==> src/rtl/multicycle_controller_if.sv <==
// Control bundle between the multicycle sequencer (master) and the datapath/memory (slave).
// No storage here: timing and stall behaviour are owned by the controller.
interface multicycle_controller_if;
   logic [5:0] opcode;
   logic [5:0] funct;
   logic       zero;
   logic       mem_ready;
   logic       memread;
   logic       memwrite;
   logic       iord;
   logic       irwrite;
   logic       regwrite;
   logic [1:0] regdst;
   logic [1:0] memtoreg;
   logic       alusrca;
   logic [1:0] alusrcb;
   logic [3:0] aluctrl;
   logic [1:0] pcsrc;
   logic       pcen;
   logic       illegal;

   modport master (
      input  opcode, funct, zero, mem_ready,
      output memread, memwrite, iord, irwrite, regwrite, regdst, memtoreg,
             alusrca, alusrcb, aluctrl, pcsrc, pcen, illegal
   );

   modport slave (
      output opcode, funct, zero, mem_ready,
      input  memread, memwrite, iord, irwrite, regwrite, regdst, memtoreg,
             alusrca, alusrcb, aluctrl, pcsrc, pcen, illegal
   );
endinterface

==> src/rtl/multicycle_controller.sv <==
// MIPS-subset multicycle sequencer: 2-5 cycles per instruction with memory ready.
// Backpressure: FETCH/MEMRD/MEMWR hold request and address select while mem_ready is low.
module multicycle_controller (
   input  logic                      clk,
   input  logic                      rst_n,
   multicycle_controller_if.master   bus
);
   localparam logic [3:0] FETCH  = 4'd0,  DECODE = 4'd1,  MEMADR = 4'd2,  MEMRD  = 4'd3,
                          MEMWB  = 4'd4,  MEMWR  = 4'd5,  EXEC   = 4'd6,  ALUWB  = 4'd7,
                          BRANCH = 4'd8,  ADDIEX = 4'd9,  ADDIWB = 4'd10, JUMP   = 4'd11,
                          JAL    = 4'd12, JR     = 4'd13;

   localparam logic [5:0] OP_RTYPE = 6'b000000, OP_LW  = 6'b100011, OP_SW   = 6'b101011,
                          OP_BEQ   = 6'b000100, OP_BNE = 6'b000101, OP_ADDI = 6'b001000,
                          OP_J     = 6'b000010, OP_JAL = 6'b000011;
   localparam logic [5:0] FN_ADD = 6'b100000, FN_SUB = 6'b100010, FN_AND = 6'b100100,
                          FN_OR  = 6'b100101, FN_SLT = 6'b101010, FN_JR  = 6'b001000;
   localparam logic [3:0] ALU_ADD = 4'b0010, ALU_SUB = 4'b0110, ALU_AND = 4'b0000,
                          ALU_OR  = 4'b0001, ALU_SLT = 4'b0111;

   logic [3:0] state, state_nxt, decode_nxt;
   logic       is_bne, is_sw;
   logic       funct_ok, decode_illegal;
   logic [3:0] funct_alu;
   logic       memread_s, memwrite_s, irwrite_s, pcen_s, regwrite_s, illegal_s;

   always_comb begin
      funct_ok  = 1'b1;
      funct_alu = ALU_ADD;
      case (bus.funct)
         FN_ADD:  funct_alu = ALU_ADD;
         FN_SUB:  funct_alu = ALU_SUB;
         FN_AND:  funct_alu = ALU_AND;
         FN_OR:   funct_alu = ALU_OR;
         FN_SLT:  funct_alu = ALU_SLT;
         FN_JR:   funct_alu = ALU_ADD;
         default: funct_ok  = 1'b0;
      endcase
   end

   always_comb begin
      decode_nxt     = FETCH;
      decode_illegal = 1'b0;
      case (bus.opcode)
         OP_RTYPE: begin
            if (!funct_ok)               decode_illegal = 1'b1;
            else if (bus.funct == FN_JR) decode_nxt     = JR;
            else                         decode_nxt     = EXEC;
         end
         OP_LW, OP_SW:   decode_nxt = MEMADR;
         OP_BEQ, OP_BNE: decode_nxt = BRANCH;
         OP_ADDI:        decode_nxt = ADDIEX;
         OP_J:           decode_nxt = JUMP;
         OP_JAL:         decode_nxt = JAL;
         default:        decode_illegal = 1'b1;
      endcase
   end

   always_comb begin
      state_nxt = FETCH;
      case (state)
         FETCH:   state_nxt = bus.mem_ready ? DECODE : FETCH;
         DECODE:  state_nxt = decode_nxt;
         MEMADR:  state_nxt = is_sw ? MEMWR : MEMRD;
         MEMRD:   state_nxt = bus.mem_ready ? MEMWB : MEMRD;
         MEMWR:   state_nxt = bus.mem_ready ? FETCH : MEMWR;
         EXEC:    state_nxt = ALUWB;
         ADDIEX:  state_nxt = ADDIWB;
         default: state_nxt = FETCH;
      endcase
   end

   // Opcode flavour is latched in DECODE so later states never depend on the IR port.
   always_ff @(posedge clk or negedge rst_n) begin
      if (!rst_n) begin
         state  <= FETCH;
         is_bne <= 1'b0;
         is_sw  <= 1'b0;
      end else begin
         state <= state_nxt;
         if (state == DECODE) begin
            is_bne <= (bus.opcode == OP_BNE);
            is_sw  <= (bus.opcode == OP_SW);
         end
      end
   end

   always_comb begin
      memread_s   = 1'b0;
      memwrite_s  = 1'b0;
      irwrite_s   = 1'b0;
      pcen_s      = 1'b0;
      regwrite_s  = 1'b0;
      illegal_s   = 1'b0;
      bus.iord     = 1'b0;
      bus.regdst   = 2'd0;
      bus.memtoreg = 2'd0;
      bus.alusrca  = 1'b0;
      bus.alusrcb  = 2'd0;
      bus.aluctrl  = ALU_ADD;
      bus.pcsrc    = 2'd0;
      case (state)
         FETCH: begin
            memread_s   = 1'b1;
            bus.alusrcb = 2'd1;
            irwrite_s   = bus.mem_ready;
            pcen_s      = bus.mem_ready;
         end
         DECODE: begin
            bus.alusrcb = 2'd3;
            illegal_s   = decode_illegal;
         end
         MEMADR, ADDIEX: begin
            bus.alusrca = 1'b1;
            bus.alusrcb = 2'd2;
         end
         MEMRD: begin
            memread_s = 1'b1;
            bus.iord  = 1'b1;
         end
         MEMWB: begin
            regwrite_s   = 1'b1;
            bus.memtoreg = 2'd1;
         end
         MEMWR: begin
            memwrite_s = 1'b1;
            bus.iord   = 1'b1;
         end
         EXEC: begin
            bus.alusrca = 1'b1;
            bus.aluctrl = funct_alu;
         end
         ALUWB: begin
            regwrite_s = 1'b1;
            bus.regdst = 2'd1;
         end
         BRANCH: begin
            bus.alusrca = 1'b1;
            bus.aluctrl = ALU_SUB;
            bus.pcsrc   = 2'd1;
            pcen_s      = is_bne ? ~bus.zero : bus.zero;
         end
         ADDIWB: regwrite_s = 1'b1;
         JUMP: begin
            bus.pcsrc = 2'd2;
            pcen_s    = 1'b1;
         end
         JAL: begin
            bus.pcsrc    = 2'd2;
            pcen_s       = 1'b1;
            regwrite_s   = 1'b1;
            bus.regdst   = 2'd2;
            bus.memtoreg = 2'd2;
         end
         JR: begin
            bus.alusrca = 1'b1;
            bus.pcsrc   = 2'd3;
            pcen_s      = 1'b1;
         end
         default: ;
      endcase
   end

   // Strobes are gated by reset directly so an abort never leaks a write.
   assign bus.memread  = memread_s  & rst_n;
   assign bus.memwrite = memwrite_s & rst_n;
   assign bus.irwrite  = irwrite_s  & rst_n;
   assign bus.pcen     = pcen_s     & rst_n;
   assign bus.regwrite = regwrite_s & rst_n;
   assign bus.illegal  = illegal_s  & rst_n;
endmodule

==> src/flat_wrapper.sv <==
// flat-port wrapper written by rule: the top's interface ports become plain ports
module multicycle_controller_flat 
  (clk, rst_n, bus_opcode, bus_funct, bus_zero, bus_mem_ready, bus_memread, bus_memwrite, bus_iord, bus_irwrite, bus_regwrite, bus_regdst, bus_memtoreg, bus_alusrca, bus_alusrcb, bus_aluctrl, bus_pcsrc, bus_pcen, bus_illegal);
  multicycle_controller_if bus_i ();
  input  logic clk;
  input  logic rst_n;
  input wire logic [$bits(bus_i.opcode)-1:0] bus_opcode;
  input wire logic [$bits(bus_i.funct)-1:0] bus_funct;
  input wire logic [$bits(bus_i.zero)-1:0] bus_zero;
  input wire logic [$bits(bus_i.mem_ready)-1:0] bus_mem_ready;
  output wire logic [$bits(bus_i.memread)-1:0] bus_memread;
  output wire logic [$bits(bus_i.memwrite)-1:0] bus_memwrite;
  output wire logic [$bits(bus_i.iord)-1:0] bus_iord;
  output wire logic [$bits(bus_i.irwrite)-1:0] bus_irwrite;
  output wire logic [$bits(bus_i.regwrite)-1:0] bus_regwrite;
  output wire logic [$bits(bus_i.regdst)-1:0] bus_regdst;
  output wire logic [$bits(bus_i.memtoreg)-1:0] bus_memtoreg;
  output wire logic [$bits(bus_i.alusrca)-1:0] bus_alusrca;
  output wire logic [$bits(bus_i.alusrcb)-1:0] bus_alusrcb;
  output wire logic [$bits(bus_i.aluctrl)-1:0] bus_aluctrl;
  output wire logic [$bits(bus_i.pcsrc)-1:0] bus_pcsrc;
  output wire logic [$bits(bus_i.pcen)-1:0] bus_pcen;
  output wire logic [$bits(bus_i.illegal)-1:0] bus_illegal;
  assign bus_i.opcode = bus_opcode;
  assign bus_i.funct = bus_funct;
  assign bus_i.zero = bus_zero;
  assign bus_i.mem_ready = bus_mem_ready;
  assign bus_memread = bus_i.memread;
  assign bus_memwrite = bus_i.memwrite;
  assign bus_iord = bus_i.iord;
  assign bus_irwrite = bus_i.irwrite;
  assign bus_regwrite = bus_i.regwrite;
  assign bus_regdst = bus_i.regdst;
  assign bus_memtoreg = bus_i.memtoreg;
  assign bus_alusrca = bus_i.alusrca;
  assign bus_alusrcb = bus_i.alusrcb;
  assign bus_aluctrl = bus_i.aluctrl;
  assign bus_pcsrc = bus_i.pcsrc;
  assign bus_pcen = bus_i.pcen;
  assign bus_illegal = bus_i.illegal;
  multicycle_controller u_core (.clk(clk), .rst_n(rst_n), .bus(bus_i));
endmodule
==> config.mk <==
export PLATFORM = sky130hd
export DESIGN_NAME = multicycle_controller_flat
export DESIGN_NICKNAME = d
export VERILOG_FILES = /design/src/rtl/multicycle_controller_if.sv /design/src/rtl/multicycle_controller.sv /design/src/flat_wrapper.sv
export SDC_FILE = /design/constraint.sdc
export NUM_CORES = 1
export LEC_CHECK = 0
export CAP_MARGIN = 30
export CORE_MARGIN = 2
export CORE_UTILIZATION = 38
export CTS_BUF_LIST = sky130_fd_sc_hd__clkbuf_16
export DETAILED_ROUTE_END_ITERATION = 6
export PLACE_DENSITY_LB_ADDON = 0.2
export SETUP_SLACK_MARGIN = 0.5
export SYNTH_ARGS = -nofsm -noshare
export SYNTH_HDL_FRONTEND = slang
export SYNTH_SLANG_ARGS = --single-unit
==> constraint.sdc <==
create_clock -name clk -period 1.7 [get_ports clk]
set_input_delay 0.255 -clock clk [delete_from_list [all_inputs] [get_ports clk]]
set_output_delay 0.255 -clock clk [all_outputs]
set_load 0.02 [all_outputs]
==> results of run 1 <==
-- stage by stage --
| step | setup slack, ns | instance area (um2) | TNS, ns | hold WS (ns) | util |
|---|---|---|---|---|---|
| after floorplan | -0.00459 | 1210 | -0.00459 | -0.0406 | - |
| after global placement | -0.919 | 1770 | -6.60 | 0.474 | 0.810 |
| after detailed placement | -0.942 | 1770 | -7.03 | 0.472 | 0.810 |
-- logic make-up after synthesis --
kind of cell / Yosys count / synth area share
and+or+nand+nor: 78 / 0.475
buffers and inverters: 11 / 0.0579
xor gates and xnor gates: 2 / 0.0203
DFF: 6 / 0.174
AOI/OAI and AO/OA: 30 / 0.258
other: 1 / 0.00434
muxes: 1 / 0.0116
==> impl_results.rst, run 1 <==
.. list-table::
   :header-rows: 1

   * - Metric
     - Value
   * - Most area-hungry cell type in the Yosys netlist
     - dfrtp_1
   * - # resized after CTS
     - 204
   * - Share of flip-flops with an asynchronous set or reset after synthesis
     - 1.00
   * - Number of placed I/O pins
     - 36
   * - Gate count of the mapped netlist
     - 129
   * - Post-CTS setup buffer count
     - 30
   * - Placed cells
     - 226
   * - Starting Density
     - 0.395
   * - Most instantiated cells after synthesis
     - nor2_1, nand2_1, nand2b_1
   * - Number of placement rows
     - 17
   * - Syn Area/Cell
     - 6.70 um2
   * - CTS Sinks
     - 6
   * - Root Buffer
     - clkbuf_16
   * - Number of buffers inserted during clock tree synthesis
     - 3
   * - Outcome
     - did not finish
   * - Die width
     - 51.7 um
   * - Detailed Place HPWL
     - 2.54 mm
   * - Post-synth top area share
     - 0.174
   * - Deepest clock path buffer count
     - 2
   * - Post-synth EDFFs
     - 0
   * - Last stage
     - clock tree synthesis (4_1_cts)
   * - Gp weighted congestion
     - 0.894
   * - Stop Error
     - [ERROR DPL-0038] Utilization greater than 100%, impossible to legalize
   * - Synth area leaders
     - dfrtp_1, nor2_1, nand2b_1
   * - Flops & latches, synth
     - 6
   * - Cell area after technology mapping
     - 865 um2
   * - Share of synthesized area occupied by flip-flops and latches
     - 0.174
   * - Syn Nets
     - 145
   * - Cell variety after synth
     - 40
   * - Port buffer count
     - 34
   * - Main synth FF type
     - dfrtp_1
   * - DIE HEIGHT
     - 51.7 um
   * - YS warnings
     - 0
   * - Most common cell in the netlist
     - nor2_1
   * - Number of H-tree levels
     - 1
   * - Number of hold buffers added after cts
     - 0
==> inputs of run 2 (changes only) <==
- CORE_AREA: default -> 2 2 63 65
- CORE_MARGIN: 2 -> default
- CORE_UTILIZATION: 38 -> default
- CTS_BUF_LIST: sky130_fd_sc_hd__clkbuf_16 -> default
- DIE_AREA: default -> 0 0 65 67
- PLACE_DENSITY_LB_ADDON: 0.2 -> 0.15
- SETUP_SLACK_MARGIN: 0.5 -> default
- clock period: 1.7 -> 2.2 ns (I/O delays scaled with it)
==> run 2 against run 1 <==
The flow now finishes, with violations (negative setup slack). Synthesized cell count unchanged. Synthesized area unchanged.
==> impl_results.rst, run 2 <==
.. list-table::
   :header-rows: 1

   * - Metric
     - Value
   * - Outcome
     - complete, but fails checks (was did not finish)
   * - Violations in the final reports
     - negative setup slack
   * - Deepest clock path buffer count
     - 2 (unchanged)
   * - Diode insertion count for antenna repair
     - 0
   * - Synth area leaders
     - dfrtp_1, nor2_1, nand2b_1 (unchanged)
   * - Finish-stage setup viols
     - 1
   * - Detailed Place HPWL
     - 2.21 mm (was 2.54 mm)
   * - Clock tree from TritonCTS
     - yes
   * - Startpoint class of the critical path
     - input port
   * - Most area-hungry cell type in the Yosys netlist
     - dfrtp_1 (unchanged)
   * - Startpoint of the lowest-slack register-to-register path
     - u_core.state[0]
   * - Routed wire per std cell
     - 12.0 um
   * - Most common cell after layout, fill and taps aside
     - buf_4
   * - Worst-path clk slew
     - 0.03 ns
   * - Internal power
     - 0.401 mW
   * - Leading cell types in the layout, fill and taps excluded
     - buf_4, clkdlybuf4s50_1, nor2_1
   * - Register with the most flip-flops
     - u_core.state
   * - Share of flip-flops with an asynchronous set or reset after synthesis
     - 1.00 (unchanged)
   * - Initial detailed-routing violation count
     - 50
   * - Global Route met1 Usage
     - 0.162
   * - Routed Antenna Nets
     - 0
   * - Max frequency
     - 448 MHz
   * - Tot GR Track Use
     - 0.130
   * - Routed via count
     - 1,122
   * - Flops & latches, synth
     - 6 (unchanged)
   * - Cell variety after synth
     - 40 (unchanged)
   * - CTS Sinks
     - 6 (unchanged)
   * - Via/cell ratio
     - 4.77
   * - Port buffer count
     - 34 (unchanged)
   * - Main synth FF type
     - dfrtp_1 (unchanged)
   * - IR drop worst, VDD
     - 153 uV
   * - Ratio of cells with drive above 1 in the final layout
     - 0.267
   * - Met2 usage
     - 0.245
   * - Period utilisation layout
     - 1.01
   * - Syn Nets
     - 145 (unchanged)
   * - Hold path depth
     - 1
   * - Met3 Use GR
     - 0.0186
   * - Relative area change from synthesis to final layout
     - 74.0%
   * - Final net count
     - 205
   * - Gate count of the mapped netlist
     - 129 (unchanged)
   * - Routed wire length
     - 2.82 mm
   * - DIE HEIGHT
     - 67 um (was 51.7 um)
   * - Number of global-route vias before repair
     - 1,082
   * - Clock network latency to the later pin of the worst-skew pair
     - 0.22 ns
   * - Post-layout util
     - 0.417
   * - Pwr/cell area
     - 416 nW/um2
   * - Static Leak
     - 0.665 nW
   * - Switching power
     - 0.225 mW
   * - Critical path arrival
     - 1.90 ns
   * - Switching share of power
     - 0.359
   * - Unrepaired setup endpoints after global routing
     - true
   * - CP Launch Point
     - bus_opcode[0]
   * - Grt total ovfl
     - 0
   * - Number of placed I/O pins
     - 36 (unchanged)
   * - Regs by FF count
     - u_core.state (4), u_core.is_bne (1), u_core.is_sw (1)
   * - Root Buffer
     - clkbuf_8 (was clkbuf_16)
   * - FF-to-FF End
     - u_core.state[3]
   * - Most instantiated cells after synthesis
     - nor2_1, nand2_1, nand2b_1 (unchanged)
   * - Hold Crit Class
     - register to register
   * - Biggest fanout along the worst timing path
     - 2
   * - Most common cell in the netlist
     - nor2_1 (unchanged)
   * - Gp weighted congestion
     - 0.768 (was 0.894)
   * - Cell depth of the worst flop-to-flop path
     - 5
   * - Drt drc
     - 0
   * - Number of max-cap violations
     - 0
   * - Post-layout worst setup margin
     - -0.0297 ns
   * - Post-synth top area share
     - 0.174 (unchanged)
   * - Number of buffers inserted during clock tree synthesis
     - 3 (unchanged)
   * - Type of the worst setup path
     - input port to output pin
   * - Placed instance area
     - 1410 um2 (was 1770 um2)
   * - Post-synth EDFFs
     - 0 (unchanged)
   * - Total Die Area
     - 4360 um2
   * - Antenna violations before repair
     - 0
   * - Share of synthesized area occupied by flip-flops and latches
     - 0.174 (unchanged)
   * - Required time reported for the critical path endpoint
     - 1.87 ns
   * - Flip-flop count of the largest register, all copies and words added
     - 4
   * - Maximum number of pins on one net before global-route repair
     - 14
   * - Final critical delay including setup and external delays
     - 2.23 ns
   * - Global-route wire length before repair
     - 4.62 mm
   * - Number of non-filler instances in the completed layout
     - 235
   * - Syn Area/Cell
     - 6.70 um2 (unchanged)
   * - Cell area after technology mapping
     - 865 um2 (unchanged)
   * - YS warnings
     - 0 (unchanged)
   * - Number of H-tree levels
     - 1 (unchanged)
   * - Die width
     - 65 um (was 51.7 um)
   * - Area of the placeable core
     - 3610 um2
   * - Proportion of power drawn by the clock network
     - 0.250
   * - Placed cells
     - 227 (was 226)
   * - Final instance area
     - 1500 um2
   * - Share of power burned in combinational logic
     - 0.521
   * - Hold violation count in the final report
     - 0
   * - Number of placement rows
     - 22 (was 17)
   * - Final setup skew
     - 0.00223 ns
   * - Critical path capture point type
     - output pin
   * - Flop2flop setup slack
     - 0.63 ns
   * - GR peak layer
     - met2
   * - Number of hold buffers added after cts
     - 0 (unchanged)
   * - Drt pass-1 iters
     - 4
   * - Max-slew violation count
     - 0
   * - Sequential group share of total power
     - 0.229
   * - Capturing element of the worst setup path
     - bus_illegal
   * - Starting Density
     - 0.240 (was 0.395)
==> run 2: cell counts after synthesis <==
Identical to the previous run, type by type.
==> run 2: per-stage QoR <==
stage | setup TNS (ns) | hold WS (ns) | worst slack [ns] | power (mW)
floorplan | 0 | 0.0344 | 0.231 | 0.298
global placement | -1.35 | 0.474 | -0.648 | 0.455
detailed placement | -1.46 | 0.479 | -0.655 | 0.458
CTS | -0.0590 | 0.487 | -0.0590 | 0.616
global route | -0.101 | 0.509 | -0.101 | 0.674
finish | -0.0297 | 0.479 | -0.0297 | 0.626
==> run 2: worst min-delay path by stage <==
stage                       startpoint             to  slack [ns]
after detailed placement  u_core.is_sw   u_core.is_sw        0.48
final                     u_core.is_sw   u_core.is_sw        0.48
after global routing      u_core.is_sw   u_core.is_sw        0.51
after global placement    u_core.is_sw   u_core.is_sw        0.47
after CTS                 u_core.is_sw   u_core.is_sw        0.49
after floorplan                  rst_n  u_core.is_bne        0.03
==> run 2: layout make-up <==
cell class	count	area [um2]
multi-input combinational	112	691
clock buffer	3	41.3
fill	384	2100
timing repair buffer	64	551
tap	48	60.1
sequential	6	154
inverter	2	7.51
==> run 2: logic make-up after synthesis <==
kind of cell    after synthesis  share of synthesized area
simple gates                 78                      0.475
other cells                   1                    0.00434
compound gates               30                      0.258
xor+xnor                      2                     0.0203
mux                           1                     0.0116
flops                         6                      0.174
buf+inv                      11                     0.0579
==> run 2: worst max-delay path, cell delays in order <==
cell	delay (ns)
clkdlybuf4s15_1	0.17
or3_4	0.33
or4_4	0.51
a2111oi_4	0.33
nor3_2	0.07
buf_2	0.16
==> run 2: metal layers <==
metal / part of all wire / vias up
met5: 0 / -
met4: 0.0071 / 0
met3: 0.033 / 2
met2: 0.49 / 26
met1: 0.47 / 513
li1: - / 581
==> run 2: power groups by stage <==
stage	Clock, mW	Sequential, mW	Combinational [mW]
floorplan	0	0.128	0.170
global placement	0	0.144	0.310
detailed placement	0	0.144	0.314
CTS	0.162	0.146	0.308
global route	0.173	0.145	0.356
finish	0.157	0.143	0.326
==> run 2: timing repair <==
action | in CTS | in global routing
gates resized for setup | 25 | 7
setup endpoints to repair | 10 | 9
setup buffers | 2 | 3
pin swaps | 4 | 1
No activity file was read; power rests on OpenSTA's default activity.
